### src/rtl/alu_rr_sequencer_if.sv
// Requester, response and ALU-side signal bundle for alu_rr_sequencer.
// slave: sequencer side (i_* in, o_* out); master: environment side.
interface alu_rr_sequencer_if #(
  parameter int WIDTH = 4,
  parameter int CNT_W = 8
);
  logic             i_req0_valid;
  logic             o_req0_ready;
  logic [WIDTH-1:0] i_req0_arg0;
  logic [WIDTH-1:0] i_req0_arg1;
  logic [1:0]       i_req0_oper;
  logic             i_req1_valid;
  logic             o_req1_ready;
  logic [WIDTH-1:0] i_req1_arg0;
  logic [WIDTH-1:0] i_req1_arg1;
  logic [1:0]       i_req1_oper;
  logic             o_rsp_valid;
  logic             i_rsp_ready;
  logic             o_rsp_id;
  logic [WIDTH-1:0] o_rsp_result;
  logic [3:0]       o_rsp_flag;
  logic [WIDTH-1:0] o_alu_arg0;
  logic [WIDTH-1:0] o_alu_arg1;
  logic [1:0]       o_alu_oper;
  logic [WIDTH-1:0] i_alu_result;
  logic [3:0]       i_alu_flag;
  logic             o_busy;
  logic [CNT_W-1:0] o_err_cnt;

  modport slave (
    input  i_req0_valid, i_req0_arg0, i_req0_arg1, i_req0_oper,
    input  i_req1_valid, i_req1_arg0, i_req1_arg1, i_req1_oper,
    input  i_rsp_ready, i_alu_result, i_alu_flag,
    output o_req0_ready, o_req1_ready,
    output o_rsp_valid, o_rsp_id, o_rsp_result, o_rsp_flag,
    output o_alu_arg0, o_alu_arg1, o_alu_oper,
    output o_busy, o_err_cnt
  );

  modport master (
    output i_req0_valid, i_req0_arg0, i_req0_arg1, i_req0_oper,
    output i_req1_valid, i_req1_arg0, i_req1_arg1, i_req1_oper,
    output i_rsp_ready, i_alu_result, i_alu_flag,
    input  o_req0_ready, o_req1_ready,
    input  o_rsp_valid, o_rsp_id, o_rsp_result, o_rsp_flag,
    input  o_alu_arg0, o_alu_arg1, o_alu_oper,
    input  o_busy, o_err_cnt
  );
endinterface

### src/rtl/alu_rr_sequencer.sv
// Two-requester round-robin sequencer sharing one clocked ALU.
// Ports: i_clk, i_rst (async active-high), bus (alu_rr_sequencer_if.slave).
// Optional macro ALU_SEQ_ERRCNT_EN: saturating count of ERR-flag responses.
module alu_rr_sequencer #(
  parameter int WIDTH   = 4,
  parameter int ALU_LAT = 1,
  parameter int CNT_W   = 8
) (
  input  logic                i_clk,
  input  logic                i_rst,
  alu_rr_sequencer_if.slave   bus
);
  localparam logic [1:0] S_IDLE = 2'd0;
  localparam logic [1:0] S_EXEC = 2'd1;
  localparam logic [1:0] S_RESP = 2'd2;
  localparam logic [3:0] LAT    = 4'(ALU_LAT);

  logic [1:0]       r_state;
  logic             r_ptr;
  logic             r_id;
  logic [3:0]       r_cnt;
  logic [WIDTH-1:0] r_arg0;
  logic [WIDTH-1:0] r_arg1;
  logic [1:0]       r_oper;
  logic [WIDTH-1:0] r_rsp_result;
  logic [3:0]       r_rsp_flag;

  logic w_g0;
  logic w_g1;
  logic w_idle;
  logic w_cap;

  // pointer requester wins; the other wins only if pointer one idle
  assign w_g0 = bus.i_req0_valid &
                (~r_ptr | ~bus.i_req1_valid);
  assign w_g1 = bus.i_req1_valid &
                (r_ptr | ~bus.i_req0_valid);
  // ready is held low during reset so every output reads 0
  assign w_idle = (r_state == S_IDLE) & ~i_rst;
  assign w_cap  = (r_state == S_EXEC) & (r_cnt == 4'd0);

  assign bus.o_req0_ready = w_idle & w_g0;
  assign bus.o_req1_ready = w_idle & w_g1;
  assign bus.o_rsp_valid  = (r_state == S_RESP);
  assign bus.o_rsp_id     = r_id;
  assign bus.o_rsp_result = r_rsp_result;
  assign bus.o_rsp_flag   = r_rsp_flag;
  assign bus.o_alu_arg0   = r_arg0;
  assign bus.o_alu_arg1   = r_arg1;
  assign bus.o_alu_oper   = r_oper;
  assign bus.o_busy       = (r_state != S_IDLE);

  always_ff @(posedge i_clk or posedge i_rst) begin
    if (i_rst) begin
      r_state      <= S_IDLE;
      r_ptr        <= 1'b0;
      r_id         <= 1'b0;
      r_cnt        <= 4'd0;
      r_arg0       <= '0;
      r_arg1       <= '0;
      r_oper       <= 2'd0;
      r_rsp_result <= '0;
      r_rsp_flag   <= 4'd0;
    end else begin
      case (r_state)
        S_IDLE: begin
          if (w_g0 | w_g1) begin
            r_arg0  <= w_g1 ? bus.i_req1_arg0
                            : bus.i_req0_arg0;
            r_arg1  <= w_g1 ? bus.i_req1_arg1
                            : bus.i_req0_arg1;
            r_oper  <= w_g1 ? bus.i_req1_oper
                            : bus.i_req0_oper;
            r_id    <= w_g1;
            r_cnt   <= LAT;
            r_state <= S_EXEC;
          end
        end
        S_EXEC: begin
          // counter hits 0 one edge before capture so a
          // registered ALU output is sampled after ALU_LAT edges
          if (w_cap) begin
            r_rsp_result <= bus.i_alu_result;
            r_rsp_flag   <= bus.i_alu_flag;
            r_state      <= S_RESP;
          end else begin
            r_cnt <= r_cnt - 4'd1;
          end
        end
        S_RESP: begin
          if (bus.i_rsp_ready) begin
            r_state <= S_IDLE;
            r_ptr   <= ~r_id;
          end
        end
        default: r_state <= S_IDLE;
      endcase
    end
  end

`ifdef ALU_SEQ_ERRCNT_EN
  logic [CNT_W-1:0] r_err_cnt;

  always_ff @(posedge i_clk or posedge i_rst) begin
    if (i_rst) begin
      r_err_cnt <= '0;
    end else if (w_cap && bus.i_alu_flag[0] &&
                 (r_err_cnt != {CNT_W{1'b1}})) begin
      r_err_cnt <= r_err_cnt + 1'b1;
    end
  end

  assign bus.o_err_cnt = r_err_cnt;
`else
  assign bus.o_err_cnt = '0;
`endif

endmodule

### src/flat_wrapper.sv
// flat-port wrapper written by rule: the top's interface ports become plain ports
module alu_rr_sequencer_flat 
#(
  parameter int WIDTH   = 4,
  parameter int ALU_LAT = 1,
  parameter int CNT_W   = 8
)
  (i_clk, i_rst, bus_i_req0_valid, bus_i_req0_arg0, bus_i_req0_arg1, bus_i_req0_oper, bus_i_req1_valid, bus_i_req1_arg0, bus_i_req1_arg1, bus_i_req1_oper, bus_i_rsp_ready, bus_i_alu_result, bus_i_alu_flag, bus_o_req0_ready, bus_o_req1_ready, bus_o_rsp_valid, bus_o_rsp_id, bus_o_rsp_result, bus_o_rsp_flag, bus_o_alu_arg0, bus_o_alu_arg1, bus_o_alu_oper, bus_o_busy, bus_o_err_cnt);
  alu_rr_sequencer_if #(.WIDTH(WIDTH), .CNT_W(CNT_W)) bus_i ();
  input  logic i_clk;
  input  logic i_rst;
  input wire logic [$bits(bus_i.i_req0_valid)-1:0] bus_i_req0_valid;
  input wire logic [$bits(bus_i.i_req0_arg0)-1:0] bus_i_req0_arg0;
  input wire logic [$bits(bus_i.i_req0_arg1)-1:0] bus_i_req0_arg1;
  input wire logic [$bits(bus_i.i_req0_oper)-1:0] bus_i_req0_oper;
  input wire logic [$bits(bus_i.i_req1_valid)-1:0] bus_i_req1_valid;
  input wire logic [$bits(bus_i.i_req1_arg0)-1:0] bus_i_req1_arg0;
  input wire logic [$bits(bus_i.i_req1_arg1)-1:0] bus_i_req1_arg1;
  input wire logic [$bits(bus_i.i_req1_oper)-1:0] bus_i_req1_oper;
  input wire logic [$bits(bus_i.i_rsp_ready)-1:0] bus_i_rsp_ready;
  input wire logic [$bits(bus_i.i_alu_result)-1:0] bus_i_alu_result;
  input wire logic [$bits(bus_i.i_alu_flag)-1:0] bus_i_alu_flag;
  output wire logic [$bits(bus_i.o_req0_ready)-1:0] bus_o_req0_ready;
  output wire logic [$bits(bus_i.o_req1_ready)-1:0] bus_o_req1_ready;
  output wire logic [$bits(bus_i.o_rsp_valid)-1:0] bus_o_rsp_valid;
  output wire logic [$bits(bus_i.o_rsp_id)-1:0] bus_o_rsp_id;
  output wire logic [$bits(bus_i.o_rsp_result)-1:0] bus_o_rsp_result;
  output wire logic [$bits(bus_i.o_rsp_flag)-1:0] bus_o_rsp_flag;
  output wire logic [$bits(bus_i.o_alu_arg0)-1:0] bus_o_alu_arg0;
  output wire logic [$bits(bus_i.o_alu_arg1)-1:0] bus_o_alu_arg1;
  output wire logic [$bits(bus_i.o_alu_oper)-1:0] bus_o_alu_oper;
  output wire logic [$bits(bus_i.o_busy)-1:0] bus_o_busy;
  output wire logic [$bits(bus_i.o_err_cnt)-1:0] bus_o_err_cnt;
  assign bus_i.i_req0_valid = bus_i_req0_valid;
  assign bus_i.i_req0_arg0 = bus_i_req0_arg0;
  assign bus_i.i_req0_arg1 = bus_i_req0_arg1;
  assign bus_i.i_req0_oper = bus_i_req0_oper;
  assign bus_i.i_req1_valid = bus_i_req1_valid;
  assign bus_i.i_req1_arg0 = bus_i_req1_arg0;
  assign bus_i.i_req1_arg1 = bus_i_req1_arg1;
  assign bus_i.i_req1_oper = bus_i_req1_oper;
  assign bus_i.i_rsp_ready = bus_i_rsp_ready;
  assign bus_i.i_alu_result = bus_i_alu_result;
  assign bus_i.i_alu_flag = bus_i_alu_flag;
  assign bus_o_req0_ready = bus_i.o_req0_ready;
  assign bus_o_req1_ready = bus_i.o_req1_ready;
  assign bus_o_rsp_valid = bus_i.o_rsp_valid;
  assign bus_o_rsp_id = bus_i.o_rsp_id;
  assign bus_o_rsp_result = bus_i.o_rsp_result;
  assign bus_o_rsp_flag = bus_i.o_rsp_flag;
  assign bus_o_alu_arg0 = bus_i.o_alu_arg0;
  assign bus_o_alu_arg1 = bus_i.o_alu_arg1;
  assign bus_o_alu_oper = bus_i.o_alu_oper;
  assign bus_o_busy = bus_i.o_busy;
  assign bus_o_err_cnt = bus_i.o_err_cnt;
  alu_rr_sequencer #(.WIDTH(WIDTH), .ALU_LAT(ALU_LAT), .CNT_W(CNT_W)) u_core (.i_clk(i_clk), .i_rst(i_rst), .bus(bus_i));
endmodule
### config.mk
export PLATFORM = sky130hd
export DESIGN_NAME = alu_rr_sequencer_flat
export DESIGN_NICKNAME = d
export VERILOG_FILES = /design/src/rtl/alu_rr_sequencer_if.sv /design/src/rtl/alu_rr_sequencer.sv /design/src/flat_wrapper.sv
export SDC_FILE = /design/constraint.sdc
export NUM_CORES = 1
export LEC_CHECK = 0
export CORE_UTILIZATION = 36
export DETAILED_ROUTE_END_ITERATION = 12
export PLACE_DENSITY = 0.75
export SLEW_MARGIN = 10
export SYNTH_ARGS = -nofsm -noshare
export SYNTH_HDL_FRONTEND = slang
export SYNTH_SLANG_ARGS = --single-unit
### constraint.sdc
create_clock -name i_clk -period 1.85 [get_ports i_clk]
set_clock_uncertainty 0.2 [all_clocks]
set_input_delay 0.4625 -clock i_clk [delete_from_list [all_inputs] [get_ports i_clk]]
set_output_delay 0.4625 -clock i_clk [all_outputs]
set_load 0.05 [all_outputs]
==> flow_summary.toml <==
[yosys]
avgSynthCellArea_um2 = 10.3
synth_seq_cells = 26
syn-instance-count = 131
synth_area_leaders = "dfrtp_1 48%, mux2_2 6.7%, a31oi_1 4.7%"
yosysWarnings = 0
syn_area_um2 = 1340
synth_top_area_cell = "dfrtp_1"
yosysSeqAreaShare_pct = 48.4
synth_cell_types = 34
synth_top_area_share_pct = 48.4

[grt]
grt-ovfl-total = 0
grt_pass1_vias = 1321
grt_usage_pct = 20.8
antenna_found_initial = 0
grt_pass1_wl_mm = 6.32
grt_max_degree = 27

[routing]
ant_nets = 0
detailedRoute.firstPassIterationCount = 6
wirelength_mm = 3.87
vias_per_cell = 5.29
wire_per_inst_um = 15.9
vias = 1285
drc = 0
drtIter0Drc = 92

[pwr]
pwr_density_cell_nw_per_um2 = 1950
switching_share_pct = 44.8
power_frac_clock_pct = 8.4
combinationalPowerShare_pct = 65.7
ir_drop_uv = 940
p_sw_mw = 2.04
totalPowerFinal_mw = 4.56
p_leak_nw = 1.01
seqPwrFrac_pct = 25.9
internal-power_mw = 2.51

[final_layout]
areaGrowthSynthToFinish_pct = 73.5
nFillCells = 262
nNetsFinal = 233
drive_gt1_share_pct = 35.5
diodes = 0

[place]
dpl.hpwl_mm = 2.95
io_buffers = 55
place.gp.congestion = 0.803
post-place-ws_ns = -0.410

[clocking]
clock-sinks = 26
worstSkewPairLatency_ns = 0.28
cts_buffers = 3
cts_buffer_depth = 2
hold_buffers = 0
htreeDepth = 1
path_clk_slew_ns = 0.09
clockRootBuffer = "clkbuf_8"
cts_tree = "done"

[timing]
fmax_ghz = 0.474
tns_ns = -0.516
finalCritPeriodShare_pct = 114
post-route-worst-setup-slack_ns = -0.261
final_max_slew_viol_count = 0
post-route-min-period_ns = 2.11
rsz0062_at_grt = "true"
finalSetupViolCount = 4
hold_viol_final = 0

[worst_setup_path]
required_ns = 1.19
end_kind = "output pin"
rr_endpoint = "u_core.r_cnt[0]$_DFFE_PP0P_"
reg2reg_depth = 5
r2r_slack_ns = 0.11
critPathMaxFanout = 3
crit_end = "bus_o_req1_ready"
r2r_start = "u_core.r_cnt[0]$_DFFE_PP0P_"
startpoint_type = "flop"
critPathKind = "flop to output pin"
cp_data_arrival_time_ns = 1.45
critPathLaunch = "u_core.r_state[1]$_DFFE_PP0P_"

[outcome]
violations = "setup timing"
status = "finished with violations"

[run]
maxCapViolCount = 0

[die]
initial_utilization_pct = 39.0
ios = 64
fp.dieW_um = 63.1
placeableCoreArea_um2 = 3440
die_y_um = 63.1
num_rows = 21
dieArea_um2 = 3980

[worst_hold_path]
holdCritPathClass = "input pin to async pin"
## stage by stage
| stage | hold slack [ns] | instances | instance area, um^2 | util [%] |
|---|---|---|---|---|
| CTS | 0.298 | 244 | 2330 | 67.8 |
| floorplan | 0.156 | 138 | 1400 | - |
| global route | 0.314 | 243 | 2330 | 67.7 |
| global placement | 0.314 | 235 | 2210 | 64.3 |
| detailed placement | 0.345 | 235 | 2210 | 64.3 |
| finish | 0.286 | 243 | 2330 | 67.7 |
## routing by layer
metal / GRT usage [%] / up-vias / routed length, um
met3: 2.90 / 9 / 224
met1: 24.2 / 629 / 1420
met5: 0 / - / 0
li1: - / 594 / -
met2: 36.7 / 53 / 2120
met4: 11.0 / 0 / 105
## worst min-delay path by stage
stage,from,endpoint,slack (ns),cells past startpoint
after floorplan,i_rst,u_core.bus.o_alu_arg0[0]$_DFFE_PP0P_,0.16,1
after global placement,u_core.r_ptr$_DFFE_PP0P_,u_core.r_ptr$_DFFE_PP0P_,0.31,2
after detailed placement,u_core.r_ptr$_DFFE_PP0P_,u_core.r_ptr$_DFFE_PP0P_,0.34,2
after CTS,i_rst,u_core.bus.o_alu_oper[1]$_DFFE_PP0P_,0.30,3
after global routing,i_rst,u_core.bus.o_rsp_id$_DFFE_PP0P_,0.31,3
final,i_rst,u_core.bus.o_alu_oper[1]$_DFFE_PP0P_,0.29,3
## cell families (layout without fill, tap and decap cells)
family                     count (synthesis)  in the layout  share of synthesized area, %
AOI/OAI and AO/OA                         40             40                          18.2
adders and majority gates                  2              2                          1.86
buffers and inverters                     22             81                          8.66
DFF                                       26             26                          48.4
muxes                                      8              8                          6.70
other                                      1              8                         0.279
and+or+nand+nor                           32             32                          15.9
## final cells by class
class	instances	area (um^2)	area share [%]
tap	46	57.6	2.47
sequential	26	652	28.0
clock buffer	4	55.1	2.36
multi-input combinational	90	648	27.8
timing repair buffer	71	887	38.1
inverter	6	31.3	1.34
## cell usage after synthesis, drive strengths merged
library cell	n
a221o	1
a221oi	1
and2	1
a21oi	11
nor3b	1
o21ai	12
nand2b	2
conb	1
a31oi	10
o311a	1
nand3b	2
a31o	1
nand2	4
and4	1
nor4b	3
o21bai	1
a211o	1
or2	1
dfrtp	26
nor4	1
mux2	8
buf	11
inv	6
nor3	2
clkbuf	5
nor2b	2
nor2	1
ha	2
nand3	10
a32o	1
and3	1
## registers in the layout (all words and copies together), names as in the netlist
signal,flops
u_core.bus.o_rsp_result,4
u_core.r_state,2
u_core.r_ptr,1
u_core.bus.o_rsp_id,1
u_core.bus.o_alu_arg0,4
u_core.r_cnt,4
u_core.bus.o_alu_arg1,4
u_core.bus.o_alu_oper,2
u_core.bus.o_rsp_flag,4
## what timing repair did
item	in CTS	in global routing
pin swaps	2	2
resized for setup	12	5
setup endpoints to repair	8	22
setup buffers	5	1
## power by group through the flow
stage	combinational (mW)	sequential [mW]	clock, mW
final	2.99	1.18	0.381
after detailed placement	2.89	1.18	0
after CTS	3.02	1.18	0.386
after floorplan	0.901	1.79	0
after global routing	3.15	1.22	0.411
after global placement	2.81	1.16	0
## critical path, cell delays in order (launching register included)
cell and delay (ns):
dfrtp_2 0.44, nor2_4 0.18, inv_6 0.05, nor4_4 0.32, buf_12 0.18
## placed cells by master, fill, tap and decap left out, types with 4 or more instances in the layout
cell / n
a21oi_1: 11
a31oi_1: 10
buf_12: 21
buf_4: 15
clkbuf_8: 4
clkdlybuf4s50_1: 29
conb_1: 8
dfrtp_1: 25
mux2_2: 8
nand3_1: 10
o21ai_0: 12
Power figures use the tool's default switching activity.
